$ cat src/rtl/ex_muldiv_pkg.sv
// Shared definitions for the EX-stage multiply/divide sequencer:
// operation encoding, FSM state encoding and the default operand width.
package ex_muldiv_pkg;

    localparam int XLEN_DEFAULT = 32;

    localparam logic [1:0] MULDIV_OP_MUL  = 2'd0;
    localparam logic [1:0] MULDIV_OP_DIVU = 2'd1;
    localparam logic [1:0] MULDIV_OP_REMU = 2'd2;

    typedef enum logic [1:0] {
        ST_IDLE = 2'd0,
        ST_MUL  = 2'd1,
        ST_DIV  = 2'd2,
        ST_DONE = 2'd3
    } state_t;

    // Encoding 3 is reserved and executes as MUL, so only 1 and 2 divide.
    function automatic logic op_is_div(input logic [1:0] o);
        return (o == MULDIV_OP_DIVU) || (o == MULDIV_OP_REMU);
    endfunction

endpackage

$ cat src/rtl/ex_muldiv_datapath.sv
// Shared shift/add-subtract datapath for the multiply/divide sequencer.
// Register roles:
//   MUL: a = multiplicand (shifts left), b = multiplier (shifts right),
//        acc = running product.
//   DIV: a = dividend shifting out / quotient shifting in, b = divisor,
//        acc = partial remainder.
// The result register is written only on completion so it holds the last
// finished value across aborted operations.
module ex_muldiv_datapath
    import ex_muldiv_pkg::*;
#(
    parameter int XLEN = XLEN_DEFAULT
) (
    input  logic            clk,
    input  logic            rst_n,
    input  logic            load,
    input  logic            step,
    input  logic            div_mode,
    input  logic            cap_run,
    input  logic            cap_dz,
    input  logic            rem_sel,
    input  logic [XLEN-1:0] op1,
    input  logic [XLEN-1:0] op2,
    output logic            mul_last,
    output logic [XLEN-1:0] result
);

    logic [XLEN-1:0] a, b, acc;
    logic [XLEN-1:0] mul_sum, a_mul, b_mul;
    logic [XLEN:0]   shifted, diff;
    logic            borrow;
    logic [XLEN-1:0] rem_nxt, quo_nxt;
    logic [XLEN-1:0] a_nxt, b_nxt, acc_nxt;

    // One iteration of either algorithm, selected by the FSM mode.
    always_comb begin
        mul_sum = acc + (b[0] ? a : '0);
        a_mul   = a << 1;
        b_mul   = b >> 1;

        // Shifted remainder can reach XLEN+1 bits before the trial subtract.
        shifted = {acc, a[XLEN-1]};
        diff    = shifted - {1'b0, b};
        borrow  = diff[XLEN];
        rem_nxt = borrow ? shifted[XLEN-1:0] : diff[XLEN-1:0];
        quo_nxt = {a[XLEN-2:0], ~borrow};

        acc_nxt = div_mode ? rem_nxt : mul_sum;
        a_nxt   = div_mode ? quo_nxt : a_mul;
        b_nxt   = div_mode ? b       : b_mul;
    end

    // Multiplier exhausted after this step: no further additions can occur.
    assign mul_last = (b_mul == '0);

    // Operand/accumulator registers and the completion result register.
    always_ff @(posedge clk) begin
        if (!rst_n) begin
            a      <= '0;
            b      <= '0;
            acc    <= '0;
            result <= '0;
        end else begin
            if (load) begin
                a   <= op1;
                b   <= op2;
                acc <= '0;
            end else if (step) begin
                a   <= a_nxt;
                b   <= b_nxt;
                acc <= acc_nxt;
            end

            if (cap_dz) begin
                result <= rem_sel ? op1 : '1;
            end else if (cap_run) begin
                result <= div_mode ? (rem_sel ? rem_nxt : quo_nxt) : mul_sum;
            end
        end
    end

endmodule

$ cat src/rtl/ex_muldiv_seq.sv
// Iterative MUL/DIVU/REMU sequencer for the EX stage. Stalls the pipeline
// while iterating and reports completion in a one-cycle done slot.
// Optional build macro: EX_MULDIV_EARLY_OUT_EN -- finish MUL as soon as the
// remaining multiplier is zero instead of always running XLEN iterations.
module ex_muldiv_seq
    import ex_muldiv_pkg::*;
#(
    parameter int XLEN  = XLEN_DEFAULT,
    parameter int CNT_W = 6
) (
    input  logic            clk,
    input  logic            rst_n,
    input  logic            start,
    input  logic [1:0]      op,
    input  logic [XLEN-1:0] op1,
    input  logic [XLEN-1:0] op2,
    input  logic [4:0]      rd,
    input  logic            flush,
    output logic            busy,
    output logic            done,
    output logic [XLEN-1:0] result,
    output logic [4:0]      done_rd
);

`ifdef EX_MULDIV_EARLY_OUT_EN
    localparam bit EARLY_OUT = 1'b1;
`else
    localparam bit EARLY_OUT = 1'b0;
`endif

    state_t           state, state_nxt;
    logic [CNT_W-1:0] cnt;
    logic [1:0]       op_q;
    logic [4:0]       rd_q;

    logic load, step, cap_run, cap_dz;
    logic div_mode, rem_sel, mul_last;
    logic last_iter, mul_fin, accept;

    assign accept    = start && !flush;
    assign last_iter = (cnt == CNT_W'(XLEN - 1));
    assign mul_fin   = last_iter || (EARLY_OUT && mul_last);
    assign div_mode  = (state == ST_DIV);
    // Divide-by-zero resolves from IDLE, before op_q is loaded.
    assign rem_sel   = (state == ST_IDLE) ? (op == MULDIV_OP_REMU)
                                          : (op_q == MULDIV_OP_REMU);

    assign busy = (state == ST_MUL) || (state == ST_DIV) ||
                  ((state == ST_IDLE) && accept);
    assign done = (state == ST_DONE);

    // Next-state and datapath control decode.
    always_comb begin
        state_nxt = state;
        load      = 1'b0;
        step      = 1'b0;
        cap_run   = 1'b0;
        cap_dz    = 1'b0;
        case (state)
            ST_IDLE: begin
                if (accept) begin
                    load = 1'b1;
                    if (op_is_div(op)) begin
                        if (op2 == '0) begin
                            cap_dz    = 1'b1;
                            state_nxt = ST_DONE;
                        end else begin
                            state_nxt = ST_DIV;
                        end
                    end else begin
                        state_nxt = ST_MUL;
                    end
                end
            end
            ST_MUL: begin
                if (flush) begin
                    state_nxt = ST_IDLE;
                end else begin
                    step = 1'b1;
                    if (mul_fin) begin
                        cap_run   = 1'b1;
                        state_nxt = ST_DONE;
                    end
                end
            end
            ST_DIV: begin
                if (flush) begin
                    state_nxt = ST_IDLE;
                end else begin
                    step = 1'b1;
                    if (last_iter) begin
                        cap_run   = 1'b1;
                        state_nxt = ST_DONE;
                    end
                end
            end
            default: begin
                state_nxt = ST_IDLE;
            end
        endcase
    end

    // State, iteration counter, latched op/rd and completion rd.
    always_ff @(posedge clk) begin
        if (!rst_n) begin
            state   <= ST_IDLE;
            cnt     <= '0;
            op_q    <= MULDIV_OP_MUL;
            rd_q    <= '0;
            done_rd <= '0;
        end else begin
            state <= state_nxt;
            if (load) begin
                cnt  <= '0;
                op_q <= op;
                rd_q <= rd;
            end else if (step) begin
                cnt <= cnt + 1'b1;
            end

            if (cap_dz) begin
                done_rd <= rd;
            end else if (cap_run) begin
                done_rd <= rd_q;
            end
        end
    end

    ex_muldiv_datapath #(
        .XLEN(XLEN)
    ) u_datapath (
        .clk      (clk),
        .rst_n    (rst_n),
        .load     (load),
        .step     (step),
        .div_mode (div_mode),
        .cap_run  (cap_run),
        .cap_dz   (cap_dz),
        .rem_sel  (rem_sel),
        .op1      (op1),
        .op2      (op2),
        .mul_last (mul_last),
        .result   (result)
    );

endmodule

$ cat config.mk
export PLATFORM = sky130hd
export DESIGN_NAME = ex_muldiv_seq
export DESIGN_NICKNAME = d
export VERILOG_FILES = /design/src/rtl/ex_muldiv_pkg.sv /design/src/rtl/ex_muldiv_datapath.sv /design/src/rtl/ex_muldiv_seq.sv
export SDC_FILE = /design/constraint.sdc
export NUM_CORES = 1
export LEC_CHECK = 0
export CAP_MARGIN = 10
export CORE_ASPECT_RATIO = 1.2
export CORE_MARGIN = 10
export CORE_UTILIZATION = 50
export DETAILED_ROUTE_END_ITERATION = 6
export GPL_TIMING_DRIVEN = 0
export HOLD_SLACK_MARGIN = 0.15
export PLACE_DENSITY = 0.74
export SYNTH_ARGS = -nofsm -noshare
export SYNTH_HDL_FRONTEND = slang
export SYNTH_SLANG_ARGS = --single-unit
$ cat constraint.sdc
create_clock -name clk -period 3.23 [get_ports clk]
set_clock_uncertainty 0.05 [all_clocks]
set_input_delay 0.969 -clock clk [delete_from_list [all_inputs] [get_ports clk]]
set_output_delay 0.969 -clock clk [all_outputs]
set_load 0.02 [all_outputs]
==> out/qor.csv <==
metric,value,unit
relative slew slack,39.01,%
hold buffer count at cts,0,
sequential area share after synthesis,25.81,%
total chip power,16910,µW
post-synth cell types,84,
Routed Antenna Nets,0,
initial antenna violation count,1,
Final Max Slew Viols,0,
Final Non-Filler Cells,1984,
Starting Density,50.97,%
post-synthesis adder-cell area fraction,7.870,%
Hold Path Depth,2,
Slew @ Worst Pin,0.9148,ns
total track usage,31.66,%
critical path class,flop to flop,
maximum VDD drop,0.0007706,V
I/O pin count,114,
wire per inst,24.52,µm
worst r2r src,u_datapath.b[14],
Mean Syn Cell Area,7.537,µm²
"area leader, netlist",dfxtp_1,
Final Hold Viols,0,
vias in the first global route,12400,
1st-iter DRT viols,1454,
CP dominant cell by count,buf_6,
first-pass GRT wire length,71850,µm
die height,186.0,µm
Yosys warnings,0,
Critical Path RT,3.47,ns
period utilization,108.8,%
placed insts,1914,
CP cell instances,"inv_1, ha_1, clkbuf_1, and4_1, nand4_1, a31oi_4, nor4_4, nor4b_4, buf_6, buf_6, clkbuf_16, mux2i_4, nor2_1, a21oi_1, a221oi_1",
max cap viols,0,
CTS tree,built,
worst path bufs/invs,5,
post-layout util,67.01,%
Final min period,3.515,ns
synth-to-layout area growth,31.47,%
fill count,1927,
total CTS buffers,17,
status,"finished, violations left",
clock buffer depth,2,
unrepaired setup endpoints after global routing,true,
top cell type's share of synthesized area,25.81,%
critical path arrival,3.75,ns
share of cells above drive strength 1,15.73,%
Post-synth EDFFs,0,
Vias,12980,
Final GP Congestion,0.9717,
row count,60,
Logic pwr share,71.8,%
worst hold path type,flop to flop,
highest clock rate,284.5,MHz
Sw Share,48.34,%
Remaining DRCs,0,
sequential power share,15.7,%
XOR/XNOR share of the synthesized area,4.164,%
type of origin of the critical path,flop,
internal power,8736,µW
ys flop type,dfxtp_1,
Setup WS post-layout,-0.2851,ns
min-delay src,rd_q[2],
critical path's top delay family,simple AND/OR/NAND/NOR gates,
Clock Sinks,148,
failing checks,negative setup slack,
CTS clock-pin slew for the worst setup and hold paths,0.07,ns
cells on worst reg2reg path,15,
R2R Setup Slk,-0.29,ns
synthesized cell area,11480,µm²
multiplexer area fraction after synthesis,2.867,%
largest net degree at the start of global routing,17,
Post-DP HPWL,36650,µm
Clock Power Share,12.5,%
die area,29440,µm²
syn nets,1669,
I/O Buffers,112,
setup TNS,-7.971,ns
power per standard cell area,1121,nW/µm²
asr flop ratio synth,0,%
Detailed Route WL,48650,µm
number of synthesized register bits,148,
Compound-Gate Fraction of Synth Area,30.64,%
hold endpoint,rd_q[2],
P_sw,8175,µW
FF-to-FF End,u_datapath.result[13],
crit path max fanout,8,
Root Driver,clkbuf_16,
CP startpoint,u_datapath.b[14],
Leak,0.006365,µW
Critical Path Slowest Stage Cell,and4_1,
largest family of logic cells by synthesized area,compound AO/OA/AOI/OAI gates,
global route total overflow,0,
final net count,1838,
1st-pass router iterations,5,
DR vias/cell,6.543,
Cells after Synth,1523,
CTS H-Tree Depth,4,
Worst setup EP type,flop,
later-pin clock latency in the skew report,0.45,ns
ranking of synthesized cells by area,"dfxtp_1, ha_1, nand2_1",
crit-path max cell delay,0.34,ns
fraction of the mapped netlist area in simple logic gates,22.78,%
final count of negative-setup-slack endpoints,61,
hold_ws,0.4225,ns
Core Box Area,22520,µm²
Die Wd,158.3,µm
==> cells in the mapped netlist, types with 9 or more instances <==
| cell | count |
|---|---|
| nand2_1 | 216 |
| dfxtp_1 | 148 |
| a21oi_1 | 120 |
| nor2_1 | 113 |
| clkbuf_1 | 96 |
| nand3_1 | 71 |
| ha_1 | 69 |
| o211a_1 | 69 |
| inv_1 | 58 |
| o21ai_0 | 50 |
| o211ai_1 | 45 |
| and2_1 | 44 |
| xnor2_1 | 37 |
| mux2i_1 | 28 |
| o21ai_1 | 27 |
| o311ai_0 | 22 |
| a21o_1 | 21 |
| nor3_1 | 21 |
| nand4_1 | 17 |
| a211oi_1 | 15 |
| a31oi_1 | 15 |
| o21a_1 | 15 |
| or3_1 | 15 |
| xor2_1 | 15 |
| and3_1 | 13 |
| a21boi_0 | 12 |
| nor4_1 | 11 |
| o221ai_1 | 11 |
| nor2b_1 | 10 |
| o21bai_1 | 10 |
| o31ai_1 | 9 |
==> through the flow <==
| stage | cell area (µm²) | worst slack [ns] |
|---|---|---|
| 2_1_floorplan | 11490 | 0.03645 |
| 3_3_place_gp | 12960 | -0.9602 |
| 3_5_place_dp | 12960 | -1.029 |
| 4_1_cts | 14440 | -0.2536 |
| 5_1_grt | 15090 | -0.3969 |
| 6_report | 15090 | -0.2851 |
==> final cells by class <==
| class | count | area (µm²) | area share [%] |
|---|---|---|---|
| antenna | 1 | 2.502 | 0.01658 |
| buffer | 98 | 475.5 | 3.151 |
| clock buffer | 17 | 425.4 | 2.819 |
| clock inverter | 14 | 168.9 | 1.119 |
| inverter | 59 | 221.5 | 1.468 |
| multi-input combinational | 1208 | 8856 | 58.69 |
| sequential | 148 | 2992 | 19.82 |
| tap | 279 | 349.1 | 2.313 |
| timing repair buffer | 160 | 1600 | 10.60 |
==> tightest hold or removal path, delay by kind of cell (launching register included) <==
kind	cells	cell delay [ns]
AO/OA/AOI/OAI	1	0.06
flip-flops	1	0.31
AND/OR/NAND/NOR	1	0.05
==> logic make-up after synthesis <==
logic type                 count (synthesis)
and+or+nand+nor                          559
AOI/OAI and AO/OA                        493
buffers and inverters                    167
DFF                                      148
adders and majority gates                 71
xor gates and xnor gates                  53
muxes                                     32
==> power by group through the flow <==
stage | Combinational (µW) | Clock, µW | Sequential [µW]
floorplan | 5760 | 0 | 2460
global placement | 7950 | 0 | 2600
detailed placement | 8050 | 0 | 2610
CTS | 10600 | 2090 | 2600
global route | 12800 | 2180 | 2680
finish | 12100 | 2120 | 2660
==> what timing repair did <==
item,in CTS,in global routing
gates cloned,1,1
setup endpoints to repair,96,71
gates resized for setup,158,119
buffers inserted,26,23
pin swaps,42,55
==> registers in the layout, indices dropped and copies added, names as in the netlist <==
signal	cells
op_q	2
u_datapath.a	32
u_datapath.result	32
cnt	6
u_datapath.b	32
state	2
u_datapath.acc	32
done_rd	5
rd_q	5
==> worst max-delay path by stage <==
stage                                       end  slack [ns]  cells past startpoint
after floorplan           u_datapath.result[14]        0.04                     14
after global routing      u_datapath.result[13]       -0.40                     15
after global placement    u_datapath.result[24]       -0.96                     10
after detailed placement   u_datapath.result[3]       -1.03                      9
after CTS                  u_datapath.result[2]       -0.25                     15
final                     u_datapath.result[13]       -0.29                     15
==> cells in the final DEF (no fill, tap or decap), types with 15 or more instances in the layout <==
cell               n
nand2_1          207
dfxtp_1          135
clkdlybuf4s50_1  110
nor2_1           102
a21oi_1           96
clkbuf_1          76
o211a_1           69
nand3_1           69
inv_1             56
ha_1              52
o211ai_1          45
and2_1            43
o21ai_0           41
xnor2_1           36
buf_4             32
o21ai_1           26
a21o_1            21
mux2i_4           20
a21oi_2           19
o311ai_0          19
clkbuf_16         18
nand4_1           17
nor3_1            17
o21a_1            15
or3_1             15
==> layer usage <==
metal  track usage (%)  vias up  part of all wire, %
met5                 0        -                    0
met4             12.10        0                  4.1
met3             5.127      150                  9.5
met2             53.27      760                   47
met1             39.53     6126                   39
li1                  -     5945                    -
No activity file was read; power rests on OpenSTA's default activity.
